==> config.mk <==
export PLATFORM = sky130hd
export DESIGN_NAME = ref_rmw_accum_flat
export DESIGN_NICKNAME = d
export VERILOG_FILES = /design/src/rtl/ref_rmw_accum_if.sv /design/src/rtl/ref_rmw_accum.sv /design/src/flat_wrapper.sv
export SDC_FILE = /design/constraint.sdc
export NUM_CORES = 1
export LEC_CHECK = 0
export ABC_CLOCK_PERIOD_IN_PS = 2800
export BUFFER_PORTS_ARGS = -buffer_cell sky130_fd_sc_hd__buf_2
export CAP_MARGIN = 15
export CORE_MARGIN = 2
export CORE_UTILIZATION = 40
export DETAILED_ROUTE_END_ITERATION = 16
export GPL_ROUTABILITY_DRIVEN = 1
export GPL_TIMING_DRIVEN = 0
export SYNTH_ARGS = -nofsm -noshare
export SYNTH_HDL_FRONTEND = slang
export SYNTH_SLANG_ARGS = --single-unit
==> constraint.sdc <==
create_clock -name clk -period 2.8 [get_ports clk]
set_clock_uncertainty 0.05 [all_clocks]
set_input_delay 0.28 -clock clk [delete_from_list [all_inputs] [get_ports clk]]
set_output_delay 0.28 -clock clk [all_outputs]
set_load 0.01 [all_outputs]
==> src/rtl/ref_rmw_accum_if.sv <==
// Request/response/change-event bundle for ref_rmw_accum.
// master = request producer and response consumer; slave = the accumulator.
interface ref_rmw_accum_if #(
    parameter int unsigned DW   = 4,
    parameter int unsigned NREG = 4
);
    localparam int unsigned AW = $clog2(NREG);

    logic          req_valid;
    logic          req_ready;
    logic [AW-1:0] req_idx;
    logic [DW-1:0] req_inc;
    logic          req_sat;

    logic          rsp_valid;
    logic          rsp_ready;
    logic [AW-1:0] rsp_idx;
    logic [DW-1:0] rsp_old;
    logic [DW-1:0] rsp_new;
    logic          rsp_ovf;

    logic          chg_pulse;
    logic [AW-1:0] chg_idx;

    modport master (
        output req_valid, req_idx, req_inc, req_sat, rsp_ready,
        input  req_ready, rsp_valid, rsp_idx, rsp_old, rsp_new, rsp_ovf, chg_pulse, chg_idx
    );

    modport slave (
        input  req_valid, req_idx, req_inc, req_sat, rsp_ready,
        output req_ready, rsp_valid, rsp_idx, rsp_old, rsp_new, rsp_ovf, chg_pulse, chg_idx
    );
endinterface

==> src/rtl/ref_rmw_accum.sv <==
// Register bank updated by delayed read-modify-write add requests, one outstanding at a time.
// Each request waits WAIT_CYC cycles, adds (wrap or saturate), then holds a response.
module ref_rmw_accum #(
    parameter int unsigned DW       = 4,
    parameter int unsigned NREG     = 4,
    parameter int unsigned WAIT_CYC = 2,
    localparam int unsigned AW      = $clog2(NREG)
) (
    input  logic                  clk,
    input  logic                  rst_n,
    ref_rmw_accum_if.slave        bus,
    input  logic [AW-1:0]         i_rd_idx,
    output logic [DW-1:0]         o_rd_data
);
    localparam logic [3:0] CntLoad = (WAIT_CYC == 0) ? 4'd0 : 4'(WAIT_CYC - 1);

    typedef enum logic [1:0] {StIdle, StWait, StUpdate, StResp} state_e;

    state_e        r_state;
    logic [3:0]    r_cnt;
    logic [DW-1:0] r_mem [NREG];
    logic [AW-1:0] r_idx;
    logic [DW-1:0] r_inc;
    logic          r_sat;
    logic          r_rsp_valid;
    logic [AW-1:0] r_rsp_idx;
    logic [DW-1:0] r_rsp_old;
    logic [DW-1:0] r_rsp_new;
    logic          r_rsp_ovf;
    logic          r_chg_pulse;
    logic [AW-1:0] r_chg_idx;

    logic [DW-1:0] w_old;
    logic [DW:0]   w_sum;
    logic          w_ovf;
    logic [DW-1:0] w_new;

    assign w_old = r_mem[r_idx];
    assign w_sum = {1'b0, w_old} + {1'b0, r_inc};
    assign w_ovf = w_sum[DW];
    assign w_new = (r_sat && w_ovf) ? {DW{1'b1}} : w_sum[DW-1:0];

    always_ff @(posedge clk or negedge rst_n) begin
        if (!rst_n) begin
            r_state     <= StIdle;
            r_cnt       <= 4'd0;
            for (int i = 0; i < NREG; i++) r_mem[i] <= '0;
            r_idx       <= '0;
            r_inc       <= '0;
            r_sat       <= 1'b0;
            r_rsp_valid <= 1'b0;
            r_rsp_idx   <= '0;
            r_rsp_old   <= '0;
            r_rsp_new   <= '0;
            r_rsp_ovf   <= 1'b0;
            r_chg_pulse <= 1'b0;
            r_chg_idx   <= '0;
        end else begin
            r_chg_pulse <= 1'b0;
            unique case (r_state)
                StIdle: begin
                    if (bus.req_valid) begin
                        r_idx <= bus.req_idx;
                        r_inc <= bus.req_inc;
                        r_sat <= bus.req_sat;
                        if (WAIT_CYC > 0) begin
                            r_state <= StWait;
                            r_cnt   <= CntLoad;
                        end else begin
                            r_state <= StUpdate;
                        end
                    end
                end
                StWait: begin
                    if (r_cnt == 4'd0) r_state <= StUpdate;
                    else               r_cnt   <= r_cnt - 4'd1;
                end
                StUpdate: begin
                    r_mem[r_idx] <= w_new;
                    r_rsp_idx    <= r_idx;
                    r_rsp_old    <= w_old;
                    r_rsp_new    <= w_new;
                    r_rsp_ovf    <= w_ovf;
                    r_chg_pulse  <= (w_new != w_old);
                    r_chg_idx    <= r_idx;
                    r_rsp_valid  <= 1'b1;
                    r_state      <= StResp;
                end
                StResp: begin
                    if (bus.rsp_ready) begin
                        r_rsp_valid <= 1'b0;
                        r_state     <= StIdle;
                    end
                end
                default: r_state <= StIdle;
            endcase
        end
    end

    // Gated by rst_n so the producer never sees ready while reset is held.
    assign bus.req_ready = rst_n & (r_state == StIdle);
    assign bus.rsp_valid = r_rsp_valid;
    assign bus.rsp_idx   = r_rsp_idx;
    assign bus.rsp_old   = r_rsp_old;
    assign bus.rsp_new   = r_rsp_new;
    assign bus.rsp_ovf   = r_rsp_ovf;
    assign bus.chg_pulse = r_chg_pulse;
    assign bus.chg_idx   = r_chg_idx;
    assign o_rd_data     = r_mem[i_rd_idx];
endmodule

==> src/flat_wrapper.sv <==
// flat-port wrapper written by rule: the top's interface ports become plain ports
module ref_rmw_accum_flat 
#(
    parameter int unsigned DW       = 4,
    parameter int unsigned NREG     = 4,
    parameter int unsigned WAIT_CYC = 2,
    localparam int unsigned AW      = $clog2(NREG)
)
  (clk, rst_n, i_rd_idx, o_rd_data, bus_req_valid, bus_req_idx, bus_req_inc, bus_req_sat, bus_rsp_ready, bus_req_ready, bus_rsp_valid, bus_rsp_idx, bus_rsp_old, bus_rsp_new, bus_rsp_ovf, bus_chg_pulse, bus_chg_idx);
  ref_rmw_accum_if #(.DW(DW), .NREG(NREG)) bus_i ();
  input  logic clk;
  input  logic rst_n;
  input  logic [AW-1:0] i_rd_idx;
  output logic [DW-1:0] o_rd_data;
  input wire logic [$bits(bus_i.req_valid)-1:0] bus_req_valid;
  input wire logic [$bits(bus_i.req_idx)-1:0] bus_req_idx;
  input wire logic [$bits(bus_i.req_inc)-1:0] bus_req_inc;
  input wire logic [$bits(bus_i.req_sat)-1:0] bus_req_sat;
  input wire logic [$bits(bus_i.rsp_ready)-1:0] bus_rsp_ready;
  output wire logic [$bits(bus_i.req_ready)-1:0] bus_req_ready;
  output wire logic [$bits(bus_i.rsp_valid)-1:0] bus_rsp_valid;
  output wire logic [$bits(bus_i.rsp_idx)-1:0] bus_rsp_idx;
  output wire logic [$bits(bus_i.rsp_old)-1:0] bus_rsp_old;
  output wire logic [$bits(bus_i.rsp_new)-1:0] bus_rsp_new;
  output wire logic [$bits(bus_i.rsp_ovf)-1:0] bus_rsp_ovf;
  output wire logic [$bits(bus_i.chg_pulse)-1:0] bus_chg_pulse;
  output wire logic [$bits(bus_i.chg_idx)-1:0] bus_chg_idx;
  assign bus_i.req_valid = bus_req_valid;
  assign bus_i.req_idx = bus_req_idx;
  assign bus_i.req_inc = bus_req_inc;
  assign bus_i.req_sat = bus_req_sat;
  assign bus_i.rsp_ready = bus_rsp_ready;
  assign bus_req_ready = bus_i.req_ready;
  assign bus_rsp_valid = bus_i.rsp_valid;
  assign bus_rsp_idx = bus_i.rsp_idx;
  assign bus_rsp_old = bus_i.rsp_old;
  assign bus_rsp_new = bus_i.rsp_new;
  assign bus_rsp_ovf = bus_i.rsp_ovf;
  assign bus_chg_pulse = bus_i.chg_pulse;
  assign bus_chg_idx = bus_i.chg_idx;
  ref_rmw_accum #(.DW(DW), .NREG(NREG), .WAIT_CYC(WAIT_CYC)) u_core (.clk(clk), .rst_n(rst_n), .bus(bus_i), .i_rd_idx(i_rd_idx), .o_rd_data(o_rd_data));
endmodule
# Word-level counts from Yosys, hierarchy flattened
# Index checks and enable logic that the tools add are counted.
[word_totals]
register_bits = 42
wordCells = 61
[op_classes]
order_cmp = 3
n_bitwise = 3
n_eq_ne = 8
add_sub_neg = 2
muxes = 20
n_reduce_logical = 10
[op_table]
columns = ["op", "n"]
rows = [
  ["$mux W4", 8],
  ["$bmux W4 S2", 2],
  ["$bwmux W16", 1],
  ["$demux W4 S2", 1],
  ["$pmux W2 S4", 1],
  ["$pmux W4 S2", 1],
  ["$ge A3 B3 Y1 const B", 2],
  ["$mux W2", 3],
  ["$ne A2 B2 Y1 const B", 3],
  ["$not A2 Y3", 2],
  ["$reduce_and A3 Y1", 2],
  ["$add A4 B4 Y5", 1],
  ["$eq A2 B2 Y1 const B", 2],
  ["$logic_not A4 Y1", 1],
  ["$ne A4 B4 Y1", 1],
  ["$reduce_and A2 Y1", 2],
  ["$reduce_bool A2 Y1", 2],
  ["$sub A4 B1 Y4 const B", 1],
  ["$lt A3 B1 Y1 const B", 1],
  ["$eq A2 B1 Y1 const B", 1],
  ["$logic_and A1 B1 Y1", 2],
  ["$logic_not A2 Y1", 1],
  ["$mux W1", 2],
  ["$ne A2 B1 Y1 const B", 1],
  ["other kinds (2)", 2],
]

# Longest topological paths before layout
[depth]
ltp_word = 9
ltp_mapped = 10
ltp_nobuf = 9

# Worst setup path before layout
# OpenSTA, ideal clock, no wires.
[synth_path]
kind = "register -> register"
start = "reg u_core.r_idx[0]"
end = "reg u_core.r_chg_pulse, in the netlist u_core.bus.chg_pulse"
path_slack_ns = 0.234
required_ns = 2.626
path_stages_with_launch = 9
period_less_slack_ns = 2.566
t_arrival_ns = 2.392
n_path_buf = 1
path_cell_list = "dfrtp_1 > buf_6 > mux4_2 > ha_1 > and3_4 > or3_4 > a21oi_4 > xnor2_1 > o31a_1"
[synth_via]
elab_chain_len = 9
[synth_rtl]
columns = ["element", "line", "text"]
rows = [
  ["start: declaration", "ref_rmw_accum.sv:22", "logic [AW-1:0] r_idx;"],
  ["start signal: assignment", "ref_rmw_accum.sv:63", "r_idx <= bus.req_idx;"],
  ["$not A2 Y3 (implied by the code) (*)", "ref_rmw_accum.sv:38", "assign w_old = r_mem[r_idx];"],
  ["$bmux W4 S2 (*)", "ref_rmw_accum.sv:38", ""],
  ["$mux W4 (implied by the code) (*) (2 in a row)", "ref_rmw_accum.sv:38", ""],
  ["net u_core.w_old[2]", "ref_rmw_accum.sv:33", "logic [DW-1:0] w_old;"],
  ["$add A4 B4 Y5", "ref_rmw_accum.sv:39", "assign w_sum = {1'b0, w_old} + {1'b0, r_inc};"],
  ["$logic_and A1 B1 Y1", "ref_rmw_accum.sv:41", "assign w_new = (r_sat && w_ovf) ? {DW{1'b1}} : w_sum[DW-1:0];"],
  ["$mux W4", "ref_rmw_accum.sv:41", ""],
  ["$ne A4 B4 Y1 (*)", "ref_rmw_accum.sv:84", "r_chg_pulse <= (w_new != w_old);"],
  ["$mux W1 (*)", "ref_rmw_accum.sv:60", "unique case (r_state)"],
  ["end signal: assignment", "ref_rmw_accum.sv:84", ""],
  ["end: declaration", "ref_rmw_accum.sv:30", "logic r_chg_pulse;"],
]
# Mark *: on every way through the listed nets, which the timed path passes. The rest lies on a longest branch. The select of a mux whose other input is x is not followed.
# A chain may end at the register's enable or synchronous reset.

# Worst setup path after layout
# Same ends and word-level chain as after synthesis.

==> impl_metrics.csv <==
group,metric,value,unit
global_routing,grt_first_pass_wirelength,7240,µm
power_and_ir_drop,vdd_drop_max,595,µV
route,met3_length,150,µm
placed_design,dp_hpwl,3140,µm
global_routing,grt_max_degree,44,
final_layout,fillers,461,
final_layout,fin_nets,254,
power_and_ir_drop,pwr-share-seq,27.3,%
floorplan,dieArea,0.00600,mm²
sta,final.min_clock_period,2.67,ns
final_layout,post-route-util,50.5,%
clock_network,cts_tree,"yes",
worst_setup_path,critPathSlowestCell,"fa_1",
final_layout,multi_input_area,0.00106,mm²
final_layout,drive_above_1_share,32.9,%
clock_network,numCtsBuffers,5,
floorplan,die_h,77.5,µm
run,cap_violations,0,
worst_setup_path,cp.arrival,2.81,ns
worst_setup_path,end_kind,"flip-flop",
status,status,"finished clean",
route,ant_nets,0,
sta,finalHoldViolCount,0,
floorplan,row_count,26,
clock_network,h-tree-depth,2,
route,post_drt_via_cell_ratio,5.09,
worst_setup_path,crit_family,"compound AO/OA/AOI/OAI gates",
logic_synthesis,ys_types,38,
route,wl_per_cell,14.6,µm
sta,tns,0,ns
worst_setup_path,slowest_delay,0.39,ns
sta,drv_slew,0,
placed_design,portBuffers,32,
power_and_ir_drop,p_clk_share,14.8,%
power_and_ir_drop,p_comb_share,57.9,%
power_and_ir_drop,power.switching,1.62,mW
logic_synthesis,ys.flop_type,"dfrtp_1",
clock_network,clock-sinks,42,
logic_synthesis,syn_inst,187,
power_and_ir_drop,leakage,1.18,nW
worst_setup_path,worstPathCellList,"buf_6 -> mux4_2 -> ha_1 -> inv_1 -> fa_1 -> nand2b_4 -> a21oi_4 -> a21oi_4 -> xnor2_1 -> o31a_1",
power_and_ir_drop,intPower,2.41,mW
route,wirelength,4390,µm
route,drtIter0Drc,64,
floorplan,num_io_pins,33,
final_layout,final_cell_mix,"dfrtp_1, buf_2, o21ai_0",
logic_synthesis,synth_area_per_cell,11.5,µm²
power_and_ir_drop,p_sw_share,40.2,%
sta,setup_viol,0,
route,highest_layer,"met4",
clock_network,clkLatencyLatePin,0.30,ns
logic_synthesis,syn_nets,211,
logic_synthesis,synth_edf_count,0,
route,drc,0,
worst_setup_path,crit_path_max_fanout,10,
floorplan,die_w,77.5,µm
sta,fmax,374,MHz
final_layout,seqCellArea,0.00105,mm²
worst_setup_path,worstSetupStartpointType,"flip-flop",
final_layout,area_growth_syn_to_layout,20.9,%
worst_setup_path,reg2regPathDepth,10,
logic_synthesis,seq_area_frac_synth,48.7,%
power_and_ir_drop,powerDensity,1550,mW/mm²
sta,timing.final.crit_share,95.5,%
sta,tightest_slew,0.944,ns
worst_setup_path,worst-path-buf-inv,2,
logic_synthesis,synthArstFlopShare,100,%
worst_setup_path,crit_cells,10,
final_layout,n_antenna_cell,0,
power_and_ir_drop,total_power,4.03,mW
global_routing,grt_usage,15.8,%
final_layout,layout_commonest_cell,"dfrtp_1",
route,first_pass_iters,4,
logic_synthesis,ys.warnings.count,0,
clock_network,clkTransAtPathRegs,0.08,ns
route,via_count,1532,
clock_network,cts_hold_buffers,0,
worst_setup_path,path_class,"flip-flop to flip-flop",
route,wl_met1,2020,µm
global_routing,antenna_found_initial,0,
floorplan,start_util,41.7,%
worst_setup_path,crit_top_cell,"a21oi_4",
clock_network,clk_path_buf_depth,2,
hold_path,min_path_type,"primary input to asynchronous set/reset pin",
clock_network,clock-root-buffer,"clkbuf_8",
global_routing,grt-ovfl-total,0,
logic_synthesis,syn_area,0.00216,mm²
sta,max_slew_margin,37.0,%
logic_synthesis,ys_seq_elements,42,
placed_design,gp_congestion,0.790,
route,routed-wl-met2,2150,µm
floorplan,core_area,0.00517,mm²
worst_setup_path,worst_ep_required_time,2.94,ns
global_routing,grt_pass1_vias,1465,
-- power by group through the flow --
stage	clock network, mW	logic [mW]	registers, mW
finish	0.596	2.34	1.10
CTS	0.609	2.14	1.10
floorplan	0	1.55	1.11
global route	0.634	2.60	1.15
detailed placement	0	2.12	1.11
global placement	0	2.08	1.10
-- worst paths after layout --
check | from | to | slack, ns
max in group asynchronous | rst_n | u_core.r_inc[0] | 2.04
hold reg to reg | u_core.r_mem[5] | u_core.r_mem[5] | 0.45
min in group clk | bus_rsp_ready | u_core.bus.rsp_valid | 0.13
hold / removal | rst_n | u_core.bus.rsp_new[1] | 0.07
setup reg to reg | u_core.r_idx[0] | u_core.bus.chg_pulse | 0.13
setup / recovery | u_core.r_idx[0] | u_core.bus.chg_pulse | 0.13
-- per-stage QoR --
step | std cells | setup WS [ns] | cell area, µm² | hold slack (ns)
floorplan | 187 | 0.234 | 2160 | -0.0656
global placement | 289 | -0.0182 | 2410 | 0.427
detailed placement | 289 | -0.0588 | 2410 | 0.436
CTS | 297 | 0.00508 | 2550 | 0.104
global route | 301 | -0.00335 | 2610 | 0.125
finish | 301 | 0.126 | 2610 | 0.0743
-- area by class of cell --
| class | count | area share, % |
|---|---|---|
| plain buffers | 7 | 1.63 |
| clock buffers | 6 | 3.16 |
| clock inverters | 2 | 2.30 |
| inverters | 10 | 1.44 |
| multi-input cells | 128 | 40.6 |
| flip-flops and latches | 42 | 40.3 |
| well taps | 70 | 3.36 |
| repair buffers | 36 | 7.29 |
-- synthesized netlist by cell type (2+ instances only) --
| library cell | n | area share [%] |
|---|---|---|
| inv_1 | 10 | 1.7 |
| o31a_1 | 2 | 0.81 |
| ha_1 | 10 | 5.8 |
| mux4_2 | 8 | 8.3 |
| a31oi_1 | 2 | 0.58 |
| dfrtp_1 | 42 | 49 |
| nand3b_1 | 2 | 0.70 |
| buf_1 | 2 | 0.35 |
| mux2i_1 | 2 | 0.93 |
| buf_4 | 2 | 0.70 |
| o21ai_0 | 19 | 4.4 |
| nor2_1 | 12 | 2.1 |
| nand2b_1 | 5 | 1.4 |
| a21oi_1 | 14 | 3.2 |
| nor2b_1 | 2 | 0.58 |
| mux2_2 | 13 | 6.8 |
| xnor2_1 | 3 | 1.2 |
| a21oi_4 | 2 | 1.5 |
| nand2_1 | 16 | 2.8 |
-- worst register-to-register path, delay by kind of cell (launching register included) --
family          cells  cell delay [ns]
flops               1             0.38
fa+ha+maj           2             0.58
buf+inv             2             0.21
compound gates      3             0.63
simple gates        1             0.19
xor+xnor            1             0.14
mux                 1             0.38
-- cells by family after synthesis --
group,share of synthesized area (%)
buffers and inverters,3.71
adder cells (fa/ha/maj),6.72
AO/OA/AOI/OAI,13.0
AND/OR/NAND/NOR,10.0
flip-flops,48.7
XOR/XNOR,1.22
multiplexers,16.6
-- sequential cells by signal, indices dropped and copies added (netlist names) --
| signal | cells |
|---|---|
| u_core.r_mem | 16 |
| u_core.r_cnt | 4 |
| u_core.bus.rsp_old | 4 |
| u_core.r_state | 2 |
| u_core.bus.rsp_valid | 1 |
| u_core.bus.rsp_ovf | 1 |
| u_core.r_inc | 4 |
| u_core.bus.rsp_new | 4 |
| u_core.bus.rsp_idx | 2 |
| u_core.r_sat | 1 |
| u_core.bus.chg_pulse | 1 |
| u_core.r_idx | 2 |
-- repair_timing --
item,4_1_cts,5_1_grt
gates resized for setup,1,4
endpoints found under the setup margin,1,1
setup buffers,0,4
hold endpoints to repair,0,0
pin swaps,0,2
-- routing by layer --
layer,vias to the layer above,global-route usage (%)
met5,-,0
met4,0,7.14
met3,6,3.49
met2,29,24.7
met1,746,21.1
li1,751,-
(Power assumes the default switching activity.)
